==> src/rtl/ddr_rd_ctrl_if.sv <==
`default_nettype none
// +--------------------------------------------------------------------------+
// | Module   : ddr_rd_ctrl_if                                                |
// | Brief    : AXI read address / read data channel bundle for ddr_rd_ctrl.  |
// | Revision : 1.0 - initial release                                         |
// +--------------------------------------------------------------------------+
interface ddr_rd_ctrl_if #(
   parameter int DW = 256,
   parameter int IW = 8
);
   logic [IW-1:0] ARID;
   logic [31:0]   ARADDR;
   logic [7:0]    ARLEN;
   logic [2:0]    ARSIZE;
   logic [1:0]    ARBURST;
   logic [1:0]    ARLOCK;
   logic          ARVALID;
   logic          ARREADY;
   logic [IW-1:0] RID;
   logic [DW-1:0] RDATA;
   logic [1:0]    RRESP;
   logic          RLAST;
   logic          RVALID;
   logic          RREADY;

   modport master (
      output ARID, ARADDR, ARLEN, ARSIZE, ARBURST, ARLOCK, ARVALID, RREADY,
      input  ARREADY, RID, RDATA, RRESP, RLAST, RVALID
   );

   modport slave (
      input  ARID, ARADDR, ARLEN, ARSIZE, ARBURST, ARLOCK, ARVALID, RREADY,
      output ARREADY, RID, RDATA, RRESP, RLAST, RVALID
   );
endinterface
`default_nettype wire

==> src/rtl/ddr_rd_ctrl.sv <==
`default_nettype none
// +--------------------------------------------------------------------------+
// | Module   : ddr_rd_ctrl                                                   |
// | Brief    : Issues one AXI read burst per request and streams the beats   |
// |            to a downstream RAM port with protocol error tracking.        |
// | Revision : 1.0 - initial release                                         |
// +--------------------------------------------------------------------------+
module ddr_rd_ctrl #(
   parameter logic [7:0] AXI_RD_ID      = 8'h5a,
   parameter int         AXI_DATA_WIDTH = 256,
   parameter int         AXI_ID_WIDTH   = 8
) (
   input  wire logic                      clk,
   input  wire logic                      rst_n,
   input  wire logic                      burst_start,
   input  wire logic [31:0]               addr_i,
   input  wire logic [7:0]                burst_len_i,
   input  wire logic                      RamRdReady,
   output logic                           busy,
   output logic                           RamRdALoad,
   output logic                           RamRdWrEn,
   output logic [AXI_DATA_WIDTH-1:0]      RamRdData,
   output logic                           RamRdEnd,
   output logic                           rd_err,
   ddr_rd_ctrl_if.master                  axi
);

   localparam logic [AXI_ID_WIDTH-1:0] c_rd_id  = AXI_ID_WIDTH'(AXI_RD_ID);
   localparam logic [2:0]              c_arsize = 3'($clog2(AXI_DATA_WIDTH / 8));

   typedef enum logic [1:0] {
      S_IDLE = 2'd0,
      S_ADDR = 2'd1,
      S_DATA = 2'd2
   } state_t;

   state_t      r_state;
   logic [31:0] r_araddr;
   logic [7:0]  r_arlen;
   logic [7:0]  r_cnt;
   logic        r_arvalid;
   logic        r_busy;
   logic        r_end;
   logic        r_err;

   logic        w_rready;
   logic        w_beat;
   logic        w_cnt_zero;
   logic        w_term;
   logic        w_beat_bad;

   assign w_rready   = (r_state == S_DATA) & RamRdReady;
   assign w_beat     = axi.RVALID & w_rready;
   assign w_cnt_zero = (r_cnt == 8'd0);
   assign w_term     = w_beat & (axi.RLAST | w_cnt_zero);

   // A beat is bad on a bad response, a foreign ID, or RLAST disagreeing with the count.
   assign w_beat_bad = (axi.RRESP != 2'b00)
                     | (axi.RID != c_rd_id)
                     | (axi.RLAST & ~w_cnt_zero)
                     | (w_cnt_zero & ~axi.RLAST);

   always_ff @(posedge clk or negedge rst_n) begin
      if (!rst_n) begin
         r_state   <= S_IDLE;
         r_araddr  <= 32'd0;
         r_arlen   <= 8'd0;
         r_cnt     <= 8'd0;
         r_arvalid <= 1'b0;
         r_busy    <= 1'b0;
         r_end     <= 1'b0;
         r_err     <= 1'b0;
      end else begin
         r_end <= 1'b0;
         case (r_state)
            S_IDLE: begin
               if (burst_start) begin
                  r_araddr  <= addr_i;
                  r_arlen   <= burst_len_i;
                  r_arvalid <= 1'b1;
                  r_busy    <= 1'b1;
                  r_err     <= 1'b0;
                  r_state   <= S_ADDR;
               end
            end
            S_ADDR: begin
               if (r_arvalid && axi.ARREADY) begin
                  r_arvalid <= 1'b0;
                  r_cnt     <= r_arlen;
                  r_state   <= S_DATA;
               end
            end
            S_DATA: begin
               if (w_beat) begin
                  if (!w_cnt_zero) begin
                     r_cnt <= r_cnt - 8'd1;
                  end
                  if (w_beat_bad) begin
                     r_err <= 1'b1;
                  end
                  if (w_term) begin
                     r_busy  <= 1'b0;
                     r_end   <= 1'b1;
                     r_state <= S_IDLE;
                  end
               end
            end
            default: begin
               r_state   <= S_IDLE;
               r_arvalid <= 1'b0;
               r_busy    <= 1'b0;
            end
         endcase
      end
   end

   assign axi.ARID    = c_rd_id;
   assign axi.ARADDR  = r_araddr;
   assign axi.ARLEN   = r_arlen;
   assign axi.ARSIZE  = c_arsize;
   assign axi.ARBURST = 2'b01;
   assign axi.ARLOCK  = 2'b00;
   assign axi.ARVALID = r_arvalid;
   assign axi.RREADY  = w_rready;

   assign busy       = r_busy;
   assign RamRdALoad = r_arvalid & axi.ARREADY;
   assign RamRdWrEn  = w_beat;
   assign RamRdData  = axi.RDATA;
   assign RamRdEnd   = r_end;
   assign rd_err     = r_err;

endmodule
`default_nettype wire

==> src/flat_wrapper.sv <==
// flat-port wrapper written by rule: the top's interface ports become plain ports
module ddr_rd_ctrl_flat 
#(
   parameter logic [7:0] AXI_RD_ID      = 8'h5a,
   parameter int         AXI_DATA_WIDTH = 256,
   parameter int         AXI_ID_WIDTH   = 8
)
  (clk, rst_n, burst_start, addr_i, burst_len_i, RamRdReady, busy, RamRdALoad, RamRdWrEn, RamRdData, RamRdEnd, rd_err, axi_ARID, axi_ARADDR, axi_ARLEN, axi_ARSIZE, axi_ARBURST, axi_ARLOCK, axi_ARVALID, axi_RREADY, axi_ARREADY, axi_RID, axi_RDATA, axi_RRESP, axi_RLAST, axi_RVALID);
  ddr_rd_ctrl_if #(.DW((256)), .IW((8))) axi_i ();
  input  wire logic clk;
  input  wire logic rst_n;
  input  wire logic burst_start;
  input  wire logic [31:0] addr_i;
  input  wire logic [7:0] burst_len_i;
  input  wire logic RamRdReady;
  output logic busy;
  output logic RamRdALoad;
  output logic RamRdWrEn;
  output logic [AXI_DATA_WIDTH-1:0] RamRdData;
  output logic RamRdEnd;
  output logic rd_err;
  output wire logic [$bits(axi_i.ARID)-1:0] axi_ARID;
  output wire logic [$bits(axi_i.ARADDR)-1:0] axi_ARADDR;
  output wire logic [$bits(axi_i.ARLEN)-1:0] axi_ARLEN;
  output wire logic [$bits(axi_i.ARSIZE)-1:0] axi_ARSIZE;
  output wire logic [$bits(axi_i.ARBURST)-1:0] axi_ARBURST;
  output wire logic [$bits(axi_i.ARLOCK)-1:0] axi_ARLOCK;
  output wire logic [$bits(axi_i.ARVALID)-1:0] axi_ARVALID;
  output wire logic [$bits(axi_i.RREADY)-1:0] axi_RREADY;
  input wire logic [$bits(axi_i.ARREADY)-1:0] axi_ARREADY;
  input wire logic [$bits(axi_i.RID)-1:0] axi_RID;
  input wire logic [$bits(axi_i.RDATA)-1:0] axi_RDATA;
  input wire logic [$bits(axi_i.RRESP)-1:0] axi_RRESP;
  input wire logic [$bits(axi_i.RLAST)-1:0] axi_RLAST;
  input wire logic [$bits(axi_i.RVALID)-1:0] axi_RVALID;
  assign axi_ARID = axi_i.ARID;
  assign axi_ARADDR = axi_i.ARADDR;
  assign axi_ARLEN = axi_i.ARLEN;
  assign axi_ARSIZE = axi_i.ARSIZE;
  assign axi_ARBURST = axi_i.ARBURST;
  assign axi_ARLOCK = axi_i.ARLOCK;
  assign axi_ARVALID = axi_i.ARVALID;
  assign axi_RREADY = axi_i.RREADY;
  assign axi_i.ARREADY = axi_ARREADY;
  assign axi_i.RID = axi_RID;
  assign axi_i.RDATA = axi_RDATA;
  assign axi_i.RRESP = axi_RRESP;
  assign axi_i.RLAST = axi_RLAST;
  assign axi_i.RVALID = axi_RVALID;
  ddr_rd_ctrl #(.AXI_RD_ID(AXI_RD_ID), .AXI_DATA_WIDTH(AXI_DATA_WIDTH), .AXI_ID_WIDTH(AXI_ID_WIDTH)) u_core (.clk(clk), .rst_n(rst_n), .burst_start(burst_start), .addr_i(addr_i), .burst_len_i(burst_len_i), .RamRdReady(RamRdReady), .busy(busy), .RamRdALoad(RamRdALoad), .RamRdWrEn(RamRdWrEn), .RamRdData(RamRdData), .RamRdEnd(RamRdEnd), .rd_err(rd_err), .axi(axi_i));
endmodule
==> config.mk <==
export PLATFORM = sky130hd
export DESIGN_NAME = ddr_rd_ctrl_flat
export DESIGN_NICKNAME = d
export VERILOG_FILES = /design/src/rtl/ddr_rd_ctrl_if.sv /design/src/rtl/ddr_rd_ctrl.sv /design/src/flat_wrapper.sv
export SDC_FILE = /design/constraint.sdc
export NUM_CORES = 1
export LEC_CHECK = 0
export CAP_MARGIN = 10
export CORE_AREA = 2 2 246 248
export DETAILED_ROUTE_END_ITERATION = 10
export DIE_AREA = 0 0 248 250
export PLACE_DENSITY_LB_ADDON = 0.05
export SLEW_MARGIN = 0
export SYNTH_ARGS = -nofsm -noshare
export SYNTH_HDL_FRONTEND = slang
export SYNTH_SLANG_ARGS = --single-unit
==> constraint.sdc <==
create_clock -name clk -period 2.6 [get_ports clk]
set_clock_uncertainty 0.1 [all_clocks]
set_input_delay 0.52 -clock clk [delete_from_list [all_inputs] [get_ports clk]]
set_output_delay 0.52 -clock clk [all_outputs]
set_load 0.01 [all_outputs]
* Word level (Yosys, flattened, before mapping)
Index checks and enable logic that the tools add are counted.
** Storage, ports and cells
- Logic and storage cells :: 66
- Output and inout port bits :: 318
- Flip-flop bits (word level) :: 54
- Input port bits :: 313
** Operators by class
- Eq/ne operators :: 9
- $add $sub $neg :: 1
- Muxes and demuxes :: 22
- Reduce and logical (&&, ||, !) cells :: 12
- Bitwise gates (word level) :: 14
** Operators with widths (number)
- two-way mux 8 bit :: 3
- case mux 8 bit (2 select lines) :: 1
- AND reduction 4 bit :: 4
- two-way mux 1 bit :: 10
- logical NOT 8 bit :: 1
- two-way mux 2 bit :: 4
- inequality test 2 x 1 -> 1 bit (second input constant) :: 4
- inequality test 8 x 7 -> 1 bit (second input constant) :: 1
- subtractor 8 x 1 -> 8 bit (second input constant) :: 1
- bitwise AND 1 bit :: 6
- case mux 1 bit (3 select lines) :: 2
- case mux 2 bit (3 select lines) :: 1
- nonzero test 2 bit :: 3
- inequality test 2 bit (second input constant) :: 2
- inverter 1 bit :: 4
- bitwise OR 1 bit :: 4
- AND reduction 3 bit :: 1
- equality test 2 x 1 -> 1 bit (second input constant) :: 1
- equality test 2 bit (second input constant) :: 1
- logical NOT 2 bit :: 1
- case mux 1 bit (2 select lines) :: 1
- AND reduction 2 bit :: 1
- logical AND 1 bit :: 1

* Depth between registers and ports, before layout
Gate-level depths: netlist of the first run.
- Depth in word-level cells :: 8
- Depth in mapped cells :: 6
- Mapped depth without buffers :: 6

* Worst setup path after synthesis of the first run
Ideal clock, no wire load.
- Kind :: register -> register
- Start :: register u_core.r_cnt[0]
- End :: register u_core.r_cnt[2]
- Buffers on the path :: 0
- Required time :: 2.418 ns
- Stages on the path, launching flop included :: 7
- Period minus slack after synthesis :: 1.657 ns
- Setup time :: 0.082 ns
- Slack :: 0.943 ns
- Arrival :: 1.475 ns
- Cell sequence :: dfrtp_1 > inv_1 > ha_1 > nor3b_1 > a21oi_2 > or2_4 > a22oi_2
** Between the ends
- Word-level cells in the longest chain between the ends :: 4
- Elaborated cells on any way between the ends :: 7
** RTL lines
- start, declared :: RTL line ddr_rd_ctrl.sv:40 : logic [7:0] r_cnt;
- start signal, assigned :: RTL line ddr_rd_ctrl.sv:89 : r_cnt <= r_arlen;
- start signal, assigned :: RTL line ddr_rd_ctrl.sv:96 : r_cnt <= r_cnt - 8'd1;
- subtractor 8 x 1 -> 8 bit :: RTL line ddr_rd_ctrl.sv:96
- two-way mux 8 bit :: RTL line ddr_rd_ctrl.sv:95 : if (!w_cnt_zero) begin
- two-way mux 8 bit :: RTL line ddr_rd_ctrl.sv:94 : if (w_beat) begin
- case mux 8 bit (2 select lines) :: RTL line ddr_rd_ctrl.sv:75 : case (r_state)
Parallel ways exist; a longest one is shown, timed or not. The select of a mux whose other input is x is not followed.
A chain may end at the register's enable or synchronous reset.

* Worst setup path after layout of the first run
- Start :: input port axi_ARREADY
- End :: output port RamRdALoad
** Between the ends
- Word-level cells in the longest chain between the ends :: 1
** RTL lines
- start, declared :: RTL line flat_wrapper.sv:30 : input wire logic [$bits(axi_i.ARREADY)-1:0] axi_ARREADY;
- bitwise AND 1 bit :: RTL line ddr_rd_ctrl.sv:127 : assign RamRdALoad = r_arvalid & axi.ARREADY;
- end, declared :: RTL line flat_wrapper.sv:17 : output logic RamRdALoad;
No other way between the ends.

==> results.yml, run 1 <==
sta:
  setup_violations: 0
  finalHoldViolations: 0
  min_period_ns: 2.44
  fin_crit_sh_pct: 93.7
  worst-slew-pin-transition_ns: 0.615
  timing.final.ws_setup_ns: 0.163
  rsz0062_at_grt: "false"
  tns_ns: 0
  max_freq_mhz: 410
  slew_headroom_pct: 59.0
  finalMaxSlewViolations: 0
critical_path:
  crit_path_start: "axi_ARREADY"
  cp_common_cell: "clkdlybuf4s50_1"
  rr_startpoint: "u_core.r_cnt[0]"
  path_buf_inv: 2
  r2r_slack_ns: 0.58
  critPathMaxFanout: 3
  path_delay_family: "buffers and inverters"
  cp.depth: 3
  slowest_delay_ns: 0.58
  crit_required_ns: 1.98
  cp_data_arrival_time_ns: 1.82
  critPathLaunchType: "primary input"
  critPathCaptureType: "output port"
  reg2reg_depth: 7
  cp-endpoint: "RamRdALoad"
  path_cells: "clkdlybuf4s50_1 -> and2_1 -> clkdlybuf4s50_1"
  timing.rr.end: "u_core.r_cnt[5]"
  criticalPathCategory: "primary input to output port"
  cp_slowest_cell: "clkdlybuf4s50_1"
power:
  ir_drop_mv: 0.260
  p_per_area_nw_per_um2: 995
  p_leak_nw: 1.80
  power_w: 0.00462
floorplan:
  rows: 90
  start_util_pct: 7.40
  dieArea_um2: 62000
  die_h_um: 250
  pin_count: 631
  coreArea_um2: 59600
  die_w_um: 248
clock_tree:
  path_clk_slew_ns: 0.09
  clock_latency_ns: 0.34
  cts-root-buf: "clkbuf_16"
  htreeDepth: 2
  cts_sinks: 54
  clk_path_buf_depth: 2
  tritoncts: "yes"
  cts_made_buffers: 5
job:
  maxCapViolCount: 0
placed_design:
  place_area_um2: 4490
  port_buffers: 103
  post-dp-hpwl_mm: 13.3
  gp_congestion: 0.635
  dp_slack_ns: 0.167
yosys:
  synthSimpleGateAreaFrac_pct: 15.8
  synth_seq_cells: 54
  syn_area_um2: 4410
  synth_edf_count: 0
  syn_avg_cell_area_um2: 8.16
  synth_adder_area_share_pct: 0.568
  ys_warn_count: 0
  ys_seq_area_share_pct: 30.7
  synth_cell_type_count: 38
  synth_top_family_by_area: "buffers and inverters"
  synth_cells: 540
  muxShareOfSynthArea_pct: 0
  synth_compound_area_share_pct: 5.05
  async_reset_ff_share_pct: 100
  synth-xor-area-share_pct: 0
  synth_flop_cell: "dfrtp_1"
routing:
  dr.pass1.iters: 4
  wire_per_inst_um: 14.5
  via_per_inst: 2.29
  ant_nets: 0
  postRouteWirelength_mm: 17.1
  drc: 0
  vias: 2696
  drt-initial-drc-count: 88
layout:
  area_growth_pct: 5.42
  nets: 709
  seqCellArea_um2: 1350
  multi_input_area_um2: 1000
  num_antenna_cells: 0
  fillers: 6920
  postLayoutCellArea_um2: 4650
  drive_gt1_share_pct: 8.10
global_route:
  first_global_vias: 3153
  grtUsageTotal_pct: 5.47
  grt_first_pass_wirelength_mm: 23.6
  grt-ovfl-total: 0
  grt_max_degree: 33
  grt_antenna_before_repair: 2
hold_path:
  hp-class: "primary input to asynchronous set/reset pin"
run_status:
  outcome: "finished, final reports clean"
==> state kept, by name (all words and copies together), names as in the netlist <==
name / flops
u_core.axi.ARLEN: 8
u_core.r_state: 2
u_core.rd_err: 1
u_core.axi.ARADDR: 32
u_core.busy: 1
u_core.RamRdEnd: 1
u_core.axi.ARVALID: 1
u_core.r_cnt: 8
==> metal layers <==
layer  wire length [um]  part of all wire [%]  track usage (%)
met5                 17                 0.099                0
met2               7270                    43             7.81
met1               6360                    37             5.69
met4                935                   5.5             3.83
met3               2500                    15             3.74
==> worst min path at each step <==
stage	from	to	slack, ns	cells after the start
2_1_floorplan	rst_n	u_core.RamRdEnd	0.12	0
3_3_place_gp	u_core.axi.ARADDR[13]	u_core.axi.ARADDR[13]	0.36	2
3_5_place_dp	u_core.axi.ARADDR[13]	u_core.axi.ARADDR[13]	0.36	2
4_1_cts	rst_n	u_core.axi.ARADDR[28]	0.12	2
5_1_grt	rst_n	u_core.axi.ARADDR[28]	0.13	2
6_report	rst_n	u_core.axi.ARADDR[29]	0.1	2
==> kinds of logic after synthesis <==
group                      Yosys count
DFF                                 54
buffers and inverters              289
adders and majority gates            2
other                                2
AOI/OAI and AO/OA                   34
and+or+nand+nor                    159
==> power by group <==
part / internal, W / leakage, nW / switching [W] / total, W
registers: 0.00124 / 0.661 / 0.000389 / 0.00163
logic: 0.00104 / 1.06 / 0.00110 / 0.00214
clock network: 0.000392 / 0.0735 / 0.000456 / 0.000849
==> per-stage QoR <==
| stage | hold slack [ns] | util, % | std cells |
|---|---|---|---|
| after global placement | 0.362 | 7.53 | 1169 |
| after floorplan | 0.124 | - | 553 |
| after detailed placement | 0.362 | 7.53 | 1169 |
| after global routing | 0.126 | 7.80 | 1177 |
| after CTS | 0.116 | 7.79 | 1177 |
| final | 0.0989 | 7.80 | 1177 |
==> cell usage in the layout (no fill, tap or decap), types with 3 or more instances in the layout <==
cell / instances
a21oi_1: 8
and3_1: 7
buf_4: 14
clkbuf_16: 5
clkdlybuf4s50_1: 102
conb_1: 15
dfrtp_1: 52
inv_1: 5
nand2_1: 126
nand3_1: 3
nor2_1: 4
nor3_1: 5
o21ai_0: 8
o22ai_1: 3
o2bb2ai_1: 3
==> what timing repair did <==
action,in CTS,in global routing
endpoints found under the setup margin,0,1
hold endpoints to repair,0,0
buffers inserted,0,0
gates resized for setup,0,2
hold buffers,0,0
==> synthesized netlist by cell type (all sizes together), types with 2 or more instances <==
cell / number / share of area [%]
a22oi: 3 / 0.74
nand2: 126 / 11
dfrtp: 54 / 31
and3: 7 / 0.99
o2bb2ai: 3 / 0.60
conb: 2 / 0.17
nor3: 5 / 0.57
nand3: 3 / 0.34
inv: 6 / 0.51
and2: 2 / 0.28
clkbuf: 9 / 0.77
o22ai: 3 / 0.43
nor3b: 2 / 0.34
a31oi: 2 / 0.28
buf: 274 / 46
ha: 2 / 0.57
o21ai: 10 / 1.1
a21oi: 9 / 1.1
nand4b: 2 / 0.40
nor2: 4 / 0.34
==> area by class of cell <==
type / instances / area share [%]
Tap cell: 782 / 21.1
Clock buffer: 6 / 2.99
Inverter: 6 / 0.485
Multi-Input combinational cell: 210 / 21.6
Sequential cell: 54 / 29.1
Timing Repair Buffer: 117 / 24.3
Clock inverter: 2 / 0.350
Power figures use the tool's default switching activity.
==> run 2: changes to the inputs <==
Settings changed: PLACE_DENSITY from default to 0.31, PLACE_DENSITY_LB_ADDON 0.05 to default.
==> run 2 against run 1 <==
  * Core utilization about the same
  * Register-to-register slack better by 0.02 ns
  * Combinational power decreased by 2%
  * Cell count is essentially flat
  * Sequential power about the same
  * Fmax is 0.75% higher
  * Highest routed layer unchanged
==> results.yml, run 2 (synthesis gave the netlist of run 1 again) <==
layout:
  num_antenna_cells: 0
  area_growth_pct: 5.31
  nets: 708
  seqCellArea_um2: 1350
  final-instance-count-excl-fill: 1176
  drive_gt1_share_pct: 7.36
  fillers: 6910
  largest_reg_flops: 32
  final_util_pct: 7.79
  final_common_cell: "nand2_1"
  final_cell_mix: "nand2_1, clkdlybuf4s50_1, dfrtp_1"
  multi_input_area_um2: 1000
critical_path:
  cp_common_cell: "clkdlybuf4s50_1"
  cp_slowest_cell: "clkdlybuf4s50_1"
  path_delay_family: "buffers and inverters"
  critPathLaunchType: "primary input"
  cp_data_arrival_time_ns: 1.80
  critPathMaxFanout: 2
  path_cells: "clkdlybuf4s50_1 -> nand4b_1 -> inv_1 -> clkdlybuf4s50_1"
  path_buf_inv: 3
  criticalPathCategory: "primary input to output port"
  critPathCaptureType: "output port"
  crit_required_ns: 1.98
  slowest_delay_ns: 0.54
clock_tree:
  cts_resized: 0
  clock_latency_ns: 0.33
  tritoncts: "yes"
  cts_made_buffers: 5
  cts_sinks: 54
  cts-root-buf: "clkbuf_16"
  path_clk_slew_ns: 0.09
  ctsHoldBuffers: 0
  clk_path_buf_depth: 2
  post_cts_buffers: 0
  htreeDepth: 2
global_route:
  grt-ovfl-total: 0
  grt_max_degree: 31
  grt_antenna_before_repair: 3
  grtUsageTotal_pct: 5.28
  first_global_vias: 2849
  grt_first_pass_wirelength_mm: 22.1
floorplan:
  die_h_um: 250
  coreArea_um2: 59600
  pin_count: 631
  rows: 90
  start_util_pct: 7.40
  dieArea_um2: 62000
  die_w_um: 248
hold_path:
  hp-class: "primary input to asynchronous set/reset pin"
sta:
  finalHoldViolations: 0
  slew_headroom_pct: 57.4
  timing.final.ws_setup_ns: 0.181
  min_period_ns: 2.42
  finalMaxSlewViolations: 0
  setup_violations: 0
  worst-slew-pin-transition_ns: 0.640
  max_freq_mhz: 413
  fin_crit_sh_pct: 93.0
  rsz0062_at_grt: "false"
  tns_ns: 0
routing:
  drt-initial-drc-count: 135
  dr.pass1.iters: 4
  via_per_inst: 2.31
  vias: 2719
  postRouteWirelength_mm: 16.9
  ant_nets: 0
  wire_per_inst_um: 14.3
  drc: 0
power:
  p_leak_nw: 1.80
  power_w: 0.00450
  ir_drop_mv: 0.268
  p_per_area_nw_per_um2: 969
run_status:
  outcome: "finished, final reports clean"
placed_design:
  post-dp-hpwl_mm: 13.4
  gp_congestion: 0.642
  port_buffers: 103
  place_inst: 1168
  dp_slack_ns: 0.187
job:
  maxCapViolCount: 0
-- run 2: stage by stage --
stage	hold WS, ns	cell area (um2)
final	0.0380	4640
after global routing	0.0578	4640
after CTS	0.0543	4640
after detailed placement	0.363	4490
after global placement	0.360	4490
after floorplan	0.124	4460
-- run 2: worst paths after layout --
kind                            slack, ns                   from                    end  cells after the start
worst max-delay path                 0.18             RamRdReady              RamRdWrEn                      4
worst min register to register       0.38  u_core.axi.ARADDR[25]  u_core.axi.ARADDR[25]                      2
worst max register to register       0.60        u_core.r_cnt[0]        u_core.r_cnt[5]                      7
worst min-delay path                 0.04                  rst_n    u_core.axi.ARLEN[2]                      1
min in group clk                     0.38  u_core.axi.ARADDR[25]  u_core.axi.ARADDR[25]                      2
max in group asynchronous            1.73                  rst_n  u_core.axi.ARADDR[15]                      2
-- run 2: power by group --
group	internal (W)	switching (W)	total (W)	leakage, nW
sequential	0.00124	0.000372	0.00161	0.664
combinational	0.00105	0.00106	0.00210	1.06
clock	0.000386	0.000397	0.000784	0.0739
total	0.00267	0.00183	0.00450	1.80
-- run 2: metal layers --
metal / up-vias / share of wire (%) / track usage, %
met1: 1167 / 34 / 5.45
met2: 291 / 38 / 6.41
met4: 6 / 11 / 6.35
met5: - / 0.24 / 0
met3: 149 / 17 / 3.51
li1: 1106 / - / -
-- run 2: worst reg2reg max path, delay by kind of cell (launching register included) --
family,cells,cell delay [ns]
buffers and inverters,2,0.31
flip-flops,1,0.45
AO/OA/AOI/OAI,2,0.26
adder cells (fa/ha/maj),1,0.17
AND/OR/NAND/NOR,2,0.58
-- run 2: cell type report --
type	count	area share, %
clock inverters	1	0.108
clock buffers	7	3.07
multi-input cells	210	21.6
flip-flops and latches	54	29.1
inverters	6	0.485
repair buffers	116	24.5
well taps	782	21.1
